<file path="src/rtl/stream_demux_n_if.sv">
// Bundle for the 1-to-N demux: producer side (s_*) plus N consumer channels (m_*).
// A beat moves on a side exactly when valid & ready are both high on a rising clk edge;
// a holder of valid keeps data/last stable until that edge, and ready never depends on valid.
interface stream_demux_n_if #(
    parameter int WIDTH = 8,
    parameter int N_OUT = 4,
    parameter int SEL_W = $clog2(N_OUT)
);
    logic [WIDTH-1:0]       s_data;
    logic [SEL_W-1:0]       s_sel;
    logic                   s_last;
    logic                   s_valid;
    logic                   s_ready;
    logic [N_OUT*WIDTH-1:0] m_data;
    logic [N_OUT-1:0]       m_last;
    logic [N_OUT-1:0]       m_valid;
    logic [N_OUT-1:0]       m_ready;
    logic                   err_sel;

    modport master (
        output s_data, s_sel, s_last, s_valid, m_ready,
        input  s_ready, m_data, m_last, m_valid, err_sel
    );

    modport slave (
        input  s_data, s_sel, s_last, s_valid, m_ready,
        output s_ready, m_data, m_last, m_valid, err_sel
    );
endinterface

</file>
<file path="src/rtl/stream_demux_n.sv">
// 1-to-N stream demultiplexer: one output register per channel, optional per-packet route lock.
// o_state exposes the packet FSM (0 = IDLE, 1 = LOCK).
module stream_demux_n #(
    parameter int WIDTH    = 8,
    parameter int N_OUT    = 4,
    parameter int PKT_MODE = 1,
    localparam int SEL_W   = $clog2(N_OUT)
) (
    input  logic                   clk,
    input  logic                   rst,
    stream_demux_n_if.slave        bus,
    output logic                   o_state
);
    typedef enum logic {S_IDLE = 1'b0, S_LOCK = 1'b1} state_t;

    state_t                 r_state;
    state_t                 w_state_nxt;
    logic [SEL_W-1:0]       r_lock_sel;
    logic [N_OUT*WIDTH-1:0] r_data;
    logic [N_OUT-1:0]       r_last;
    logic [N_OUT-1:0]       r_valid;
    logic                   r_err;

    logic [SEL_W-1:0]       w_tgt;
    logic                   w_in_range;
    logic                   w_ready;
    logic                   w_accept;
    logic                   w_load_lock;
    logic [N_OUT-1:0]       w_load;

    // Target comes from the lock only while a packet is open; the select is never wrapped.
    always_comb begin
        w_tgt      = (PKT_MODE != 0 && r_state == S_LOCK) ? r_lock_sel : bus.s_sel;
        w_in_range = (32'(w_tgt) < N_OUT);
        if (rst)
            w_ready = 1'b0;
        else if (!w_in_range)
            w_ready = 1'b1;
        else
            w_ready = !r_valid[w_tgt] || bus.m_ready[w_tgt];
        w_accept = bus.s_valid && w_ready;
        for (int i = 0; i < N_OUT; i++)
            w_load[i] = w_accept && w_in_range && (w_tgt == SEL_W'(i));
    end

    always_comb begin
        w_state_nxt = r_state;
        w_load_lock = 1'b0;
        case (r_state)
            S_IDLE: begin
                if (PKT_MODE != 0 && w_accept && !bus.s_last) begin
                    w_state_nxt = S_LOCK;
                    w_load_lock = 1'b1;
                end
            end
            S_LOCK: begin
                if (w_accept && bus.s_last)
                    w_state_nxt = S_IDLE;
            end
            default: w_state_nxt = S_IDLE;
        endcase
    end

    always_ff @(posedge clk) begin
        if (rst) begin
            r_state    <= S_IDLE;
            r_lock_sel <= '0;
            r_data     <= '0;
            r_last     <= '0;
            r_valid    <= '0;
            r_err      <= 1'b0;
        end else begin
            r_state <= w_state_nxt;
            if (w_load_lock)
                r_lock_sel <= bus.s_sel;
            r_err <= w_accept && !w_in_range;
            for (int i = 0; i < N_OUT; i++) begin
                if (w_load[i]) begin
                    r_data[i*WIDTH +: WIDTH] <= bus.s_data;
                    r_last[i]                <= bus.s_last;
                    r_valid[i]               <= 1'b1;
                end else if (bus.m_ready[i]) begin
                    r_valid[i] <= 1'b0;
                end
            end
        end
    end

    assign bus.s_ready = w_ready;
    assign bus.m_data  = r_data;
    assign bus.m_last  = r_last;
    assign bus.m_valid = r_valid;
    assign bus.err_sel = r_err;
    assign o_state     = (r_state == S_LOCK);
endmodule

</file>
<file path="src/flat_wrapper.sv">
// flat-port wrapper written by rule: the top's interface ports become plain ports
module stream_demux_n_flat 
#(
    parameter int WIDTH    = 8,
    parameter int N_OUT    = 4,
    parameter int PKT_MODE = 1,
    localparam int SEL_W   = $clog2(N_OUT)
)
  (clk, rst, o_state, bus_s_data, bus_s_sel, bus_s_last, bus_s_valid, bus_m_ready, bus_s_ready, bus_m_data, bus_m_last, bus_m_valid, bus_err_sel);
  stream_demux_n_if #(.WIDTH(WIDTH), .N_OUT(N_OUT)) bus_i ();
  input  logic clk;
  input  logic rst;
  output logic o_state;
  input wire logic [$bits(bus_i.s_data)-1:0] bus_s_data;
  input wire logic [$bits(bus_i.s_sel)-1:0] bus_s_sel;
  input wire logic [$bits(bus_i.s_last)-1:0] bus_s_last;
  input wire logic [$bits(bus_i.s_valid)-1:0] bus_s_valid;
  input wire logic [$bits(bus_i.m_ready)-1:0] bus_m_ready;
  output wire logic [$bits(bus_i.s_ready)-1:0] bus_s_ready;
  output wire logic [$bits(bus_i.m_data)-1:0] bus_m_data;
  output wire logic [$bits(bus_i.m_last)-1:0] bus_m_last;
  output wire logic [$bits(bus_i.m_valid)-1:0] bus_m_valid;
  output wire logic [$bits(bus_i.err_sel)-1:0] bus_err_sel;
  assign bus_i.s_data = bus_s_data;
  assign bus_i.s_sel = bus_s_sel;
  assign bus_i.s_last = bus_s_last;
  assign bus_i.s_valid = bus_s_valid;
  assign bus_i.m_ready = bus_m_ready;
  assign bus_s_ready = bus_i.s_ready;
  assign bus_m_data = bus_i.m_data;
  assign bus_m_last = bus_i.m_last;
  assign bus_m_valid = bus_i.m_valid;
  assign bus_err_sel = bus_i.err_sel;
  stream_demux_n #(.WIDTH(WIDTH), .N_OUT(N_OUT), .PKT_MODE(PKT_MODE)) u_core (.clk(clk), .rst(rst), .bus(bus_i), .o_state(o_state));
endmodule
</file>
<file path="config.mk">
export PLATFORM = sky130hd
export DESIGN_NAME = stream_demux_n_flat
export DESIGN_NICKNAME = d
export VERILOG_FILES = /design/src/rtl/stream_demux_n_if.sv /design/src/rtl/stream_demux_n.sv /design/src/flat_wrapper.sv
export SDC_FILE = /design/constraint.sdc
export NUM_CORES = 1
export LEC_CHECK = 0
export CORE_AREA = 2 2 69 71
export DETAILED_ROUTE_END_ITERATION = 10
export DIE_AREA = 0 0 71 73
export PLACE_DENSITY = 0.74
export SYNTH_ARGS = -nofsm -noshare
export SYNTH_HDL_FRONTEND = slang
export SYNTH_SLANG_ARGS = --single-unit
export TNS_END_PERCENT = 1
</file>
<file path="constraint.sdc">
create_clock -name clk -period 1.65 [get_ports clk]
set_input_delay 0.165 -clock clk [delete_from_list [all_inputs] [get_ports clk]]
set_output_delay 0.165 -clock clk [all_outputs]
set_load 0.02 [all_outputs]
</file>
# Word-level counts from Yosys, hierarchy flattened
# Cells that the tools add are included.
# Widths: inputs -> output; s select.
[word_totals]
output_inout_bits = 43
reg_bits = 43
inputBits = 18
[classes]
eq_ne = 3
bitwise = 1
mux = 18
n_lt_le_gt_ge = 1
n_reduce_logical = 15
[ops]
columns = ["cell", "count"]
rows = [
  ["$mux 1", 14],
  ["$reduce_bool 2->1", 4],
  ["$logic_and 1x1->1", 7],
  ["$bmux 1 s2", 2],
  ["$eq 2x2->1 const B", 2],
  ["$lt 2x3->1 const B", 1],
  ["$eq 2x1->1 const B", 1],
  ["$logic_not 1->1", 2],
  ["$logic_not 2->1", 1],
  ["$mux 2", 1],
  ["$pmux 1 s2", 1],
  ["$logic_or 1x1->1", 1],
  ["$not 1->1", 1],
]

# Longest topological paths before layout
[depth]
ltp_word = 10
depth_mapped = 6

# Least setup slack after synthesis
# OpenSTA, ideal clock, no wires.
[synth_path]
kind = "register -> output"
from = "register (tool-made name)"
to = "output port bus_s_ready"
path_stages_with_launch = 6
setup_slack_ns = -0.318
t_arrival_ns = 1.803
path_cell_list = "dfxtp_1 > buf_6 > mux2i_4 > mux2i_2 > nor2_1 > nor3_1"
[synth_rtl]
columns = ["item", "line", "text"]
rows = [
  ["end, declared", "flat_wrapper.sv:19", "output wire logic [$bits(bus_i.s_ready)-1:0] bus_s_ready;"],
]

==> impl_metrics.prom <==
# TYPE chip_impl_metric gauge
chip_impl_info{name="status",value="finished with violations"} 1
chip_impl_info{name="violations",value="negative setup slack"} 1
chip_impl_metric{name="antenna_violating_nets_left",unit=""} 0
chip_impl_metric{name="netlist_area",unit="sq um"} 1720
chip_impl_info{name="synth_largest_area_cell",value="sky130_fd_sc_hd__dfxtp_1"} 1
chip_impl_metric{name="syn_inst",unit=""} 167
chip_impl_info{name="netlist_top_cells_area",value="sky130_fd_sc_hd__dfxtp_1 50%, sky130_fd_sc_hd__mux2i_1 22%, sky130_fd_sc_hd__nor2_1 9.8%"} 1
chip_impl_metric{name="worstPathMaxFanout",unit=""} 3
chip_impl_metric{name="post_synth.cell_area_avg",unit="sq um"} 10.3
chip_impl_info{name="clock_tree_from_tritoncts",value="done"} 1
chip_impl_metric{name="clock.fmax",unit="MHz"} 577
chip_impl_metric{name="critical_path.n_buffers_inverters",unit=""} 1
chip_impl_info{name="synth.most_common_cell",value="sky130_fd_sc_hd__nor2_1"} 1
chip_impl_metric{name="clk_latency",unit="ps"} 290
chip_impl_metric{name="yosysWarnings",unit=""} 0
chip_impl_info{name="holdCritPathClass",value="primary input to flip-flop"} 1
chip_impl_info{name="top_signal_layer_used",value="met4"} 1
chip_impl_metric{name="final.setup_skew",unit="ps"} 4.40
chip_impl_metric{name="place_worst_setup_slack",unit="ps"} -440
chip_impl_metric{name="synth_enable_flop_cells",unit=""} 0
chip_impl_metric{name="gp_routability_congestion",unit=""} 0.871
chip_impl_metric{name="clk_pin_slew",unit="ps"} 80
chip_impl_metric{name="synth_nets",unit=""} 185
chip_impl_metric{name="design_area",unit="sq um"} 2630
chip_impl_metric{name="global_route.overflow_total",unit=""} 0
chip_impl_metric{name="drt_pre_antenna_iters",unit=""} 4
chip_impl_metric{name="timing.hold.worst_path_depth",unit=""} 3
chip_impl_metric{name="fp.dieArea",unit="sq um"} 5180
chip_impl_metric{name="met3WireLength",unit="um"} 277
chip_impl_metric{name="areaGrowthSynthToFinish",unit="%"} 53.1
chip_impl_info{name="cp_cell_sequence",value="mux2i_4 > mux2i_2 > nor2_1 > nor3_2 > buf_4"} 1
chip_impl_metric{name="num_antenna_cells",unit=""} 0
chip_impl_metric{name="final_report_hold_violation_count",unit=""} 0
chip_impl_metric{name="gr-usage-all-layers",unit="%"} 16.0
chip_impl_metric{name="postLayoutSetupSlackWorst",unit="ps"} -83.4
chip_impl_metric{name="num_vias",unit=""} 1412
chip_impl_metric{name="dr_wl_met2",unit="um"} 1930
chip_impl_metric{name="via_count_of_the_first_global_routing_pass",unit=""} 1384
chip_impl_metric{name="placedCellCount",unit=""} 287
chip_impl_metric{name="ctsLongestPathBuffers",unit=""} 2
chip_impl_metric{name="num_io_pins",unit=""} 61
chip_impl_metric{name="initial_utilization",unit="%"} 37.9
chip_impl_metric{name="yosysSeqAreaShare",unit="%"} 50.1
chip_impl_metric{name="grt_start_max_net_pins",unit=""} 44
chip_impl_metric{name="placed_area",unit="sq um"} 2480
chip_impl_metric{name="synthDominantCellAreaShare",unit="%"} 50.1
chip_impl_metric{name="fin_crit_share",unit="%"} 105
chip_impl_metric{name="cp_data_arrival_time",unit="ps"} 1570
chip_impl_info{name="top_flip_flop_cell_by_instance_count_after_synthesis",value="sky130_fd_sc_hd__dfxtp_1"} 1
chip_impl_info{name="worstHoldEndpoint",value="u_core.r_lock_sel[0]$_SDFFE_PP0P_"} 1
chip_impl_metric{name="io_buffer_count",unit=""} 59
chip_impl_info{name="hold_start",value="rst"} 1
chip_impl_info{name="cp_top_family",value="multiplexers"} 1
chip_impl_metric{name="report.power.total",unit="mW"} 2.27
chip_impl_metric{name="die_w",unit="um"} 71
chip_impl_metric{name="finalNetCount",unit=""} 259
chip_impl_info{name="grt_setup_unrepaired",value="true"} 1
chip_impl_info{name="root_buffer",value="sky130_fd_sc_hd__clkbuf_8"} 1
chip_impl_metric{name="placementRows",unit=""} 25
chip_impl_metric{name="timing.reg2reg.setup_slack",unit="ps"} -50
chip_impl_metric{name="post_drt_via_cell_ratio",unit=""} 4.77
chip_impl_metric{name="dp_hpwl",unit="um"} 2750
chip_impl_metric{name="drt_iter0_drc",unit=""} 46
chip_impl_metric{name="detail_route.wl_per_cell",unit="um"} 13.6
chip_impl_metric{name="layout-drive-gt1-share",unit="%"} 16.9
chip_impl_info{name="criticalPathCategory",value="flip-flop to output port"} 1
chip_impl_metric{name="final.setup.tns",unit="ps"} -377
chip_impl_info{name="r2r-end",value="u_core.bus.m_data[10]$_SDFFE_PP0P_"} 1
chip_impl_metric{name="drc_errors",unit=""} 0
chip_impl_metric{name="core_area",unit="sq um"} 4540
chip_impl_info{name="cpMaxStageDelayCell",value="sky130_fd_sc_hd__dfxtp_4"} 1
chip_impl_metric{name="fin_crit",unit="ps"} 1730
chip_impl_metric{name="final_cell_count_no_fill",unit=""} 296
chip_impl_info{name="netlist_top_cells_count",value="45 x sky130_fd_sc_hd__nor2_1, 43 x sky130_fd_sc_hd__dfxtp_1, 38 x sky130_fd_sc_hd__mux2i_1"} 1
chip_impl_metric{name="power.ir.vdd_worst",unit="uV"} 620
chip_impl_metric{name="worstPathRequired",unit="ps"} 1480
chip_impl_metric{name="ff_to_ff_path_depth",unit=""} 6
chip_impl_metric{name="maxCapViolations",unit=""} 0
chip_impl_metric{name="critPathMaxStageDelay",unit="ps"} 370
chip_impl_metric{name="power.density_cell_area",unit="nW/um^2"} 863
chip_impl_metric{name="htree_num_levels",unit=""} 2
chip_impl_metric{name="global_route_wire_length_before_repair",unit="um"} 6440
chip_impl_metric{name="grt_antenna_before_repair",unit=""} 0
chip_impl_metric{name="totalWireLength",unit="um"} 4030
chip_impl_metric{name="async_reset_ff_share",unit="%"} 0
chip_impl_metric{name="power_leakage",unit="nW"} 1.09
chip_impl_info{name="worst_setup_sp_type",value="flip-flop"} 1
chip_impl_metric{name="timing_max_transition_violations_final",unit=""} 0
chip_impl_metric{name="cts_num_sinks",unit=""} 43
chip_impl_metric{name="cts_inserted_buffers",unit=""} 5
chip_impl_metric{name="die-height",unit="um"} 73
chip_impl_metric{name="finalSetupViolCount",unit=""} 13
chip_impl_metric{name="ctsHoldBuffers",unit=""} 0
chip_impl_metric{name="ff_latch_count_synth",unit=""} 43
chip_impl_info{name="critPathCaptureType",value="output port"} 1
chip_impl_metric{name="yosys.cell_types.count",unit=""} 23
chip_impl_metric{name="wl_met1",unit="um"} 1760
-- routing by layer --
metal | vias up | global-route usage, %
li1 | 705 | -
met2 | 45 | 27.0
met5 | - | 0
met3 | 6 | 6.22
met4 | 0 | 4.61
met1 | 656 | 19.2
-- registers in the layout, summed over array words and instances (netlist names), named ones only --
name / flops
u_core.bus.m_last: 4
u_core.bus.m_data: 32
u_core.r_lock_sel: 2
u_core.bus.m_valid: 4
-- per-stage QoR --
stage	util (%)	hold WS [ps]
global placement	54.7	472
floorplan	-	290
detailed placement	54.7	480
CTS	57.9	259
global route	58.0	312
finish	58.0	275
-- worst max-delay path by stage --
| stage | start | endpoint | slack (ps) | cells after the start |
|---|---|---|---|---|
| floorplan | flip-flop | u_core.r_lock_sel[0]$_SDFFE_PP0P_ | -30 | 5 |
| global placement | bus_s_sel[0] | bus_s_ready | -420 | 6 |
| detailed placement | bus_s_sel[0] | bus_s_ready | -440 | 6 |
| CTS | flip-flop | bus_s_ready | -90 | 5 |
| global route | flip-flop | bus_s_ready | -180 | 5 |
| finish | flip-flop | bus_s_ready | -80 | 5 |
-- cells by family (layout without fill, tap and decap cells) --
family                 Yosys count  count (layout)  share of synthesized area, %
AOI/OAI and AO/OA                5               5                          2.33
buffers and inverters           13              88                          4.29
DFF                             43              43                          50.1
muxes                           43              43                          26.4
other                            1               1                         0.218
and+or+nand+nor                 62              62                          16.7
-- power by group --
group | switching (mW) | total (mW) | internal [mW]
logic | 0.164 | 0.339 | 0.176
clock network | 0.356 | 0.846 | 0.490
registers | 0.0188 | 1.09 | 1.07
-- worst min-delay path, delay by kind of cell --
kind,cells,cell delay [ps]
multiplexers,1,130
buffers and inverters,1,130
AND/OR/NAND/NOR,1,110
-- layout make-up --
type / instances / area [sq um]
Timing Repair Buffer: 78 / 749
Sequential cell: 43 / 865
Fill cell: 418 / 1900
Multi-Input combinational cell: 111 / 826
Clock inverter: 2 / 35.0
Tap cell: 54 / 67.6
Inverter: 2 / 7.51
Clock buffer: 6 / 82.6
-- what timing repair did --
action                     in CTS  in global routing
buffers inserted                1                  0
pin swaps                       2                  3
gates resized for setup         9                  2
setup endpoints to repair      30                 40
-- layout by cell type, fill, tap and decap left out, types with 2 or more instances in the layout --
cell type,count
sky130_fd_sc_hd__inv_1,2
sky130_fd_sc_hd__nor4_4,2
sky130_fd_sc_hd__dfxtp_1,42
sky130_fd_sc_hd__nor2b_1,7
sky130_fd_sc_hd__nand2b_1,3
sky130_fd_sc_hd__clkdlybuf4s50_1,57
sky130_fd_sc_hd__mux2i_1,37
sky130_fd_sc_hd__buf_6,3
sky130_fd_sc_hd__mux2i_2,2
sky130_fd_sc_hd__a22oi_2,2
sky130_fd_sc_hd__mux2_4,2
sky130_fd_sc_hd__nor2_1,45
sky130_fd_sc_hd__a21oi_1,2
sky130_fd_sc_hd__clkbuf_8,6
sky130_fd_sc_hd__buf_4,16
sky130_fd_sc_hd__nand4_1,2
No activity file was read; power rests on OpenSTA's default activity.
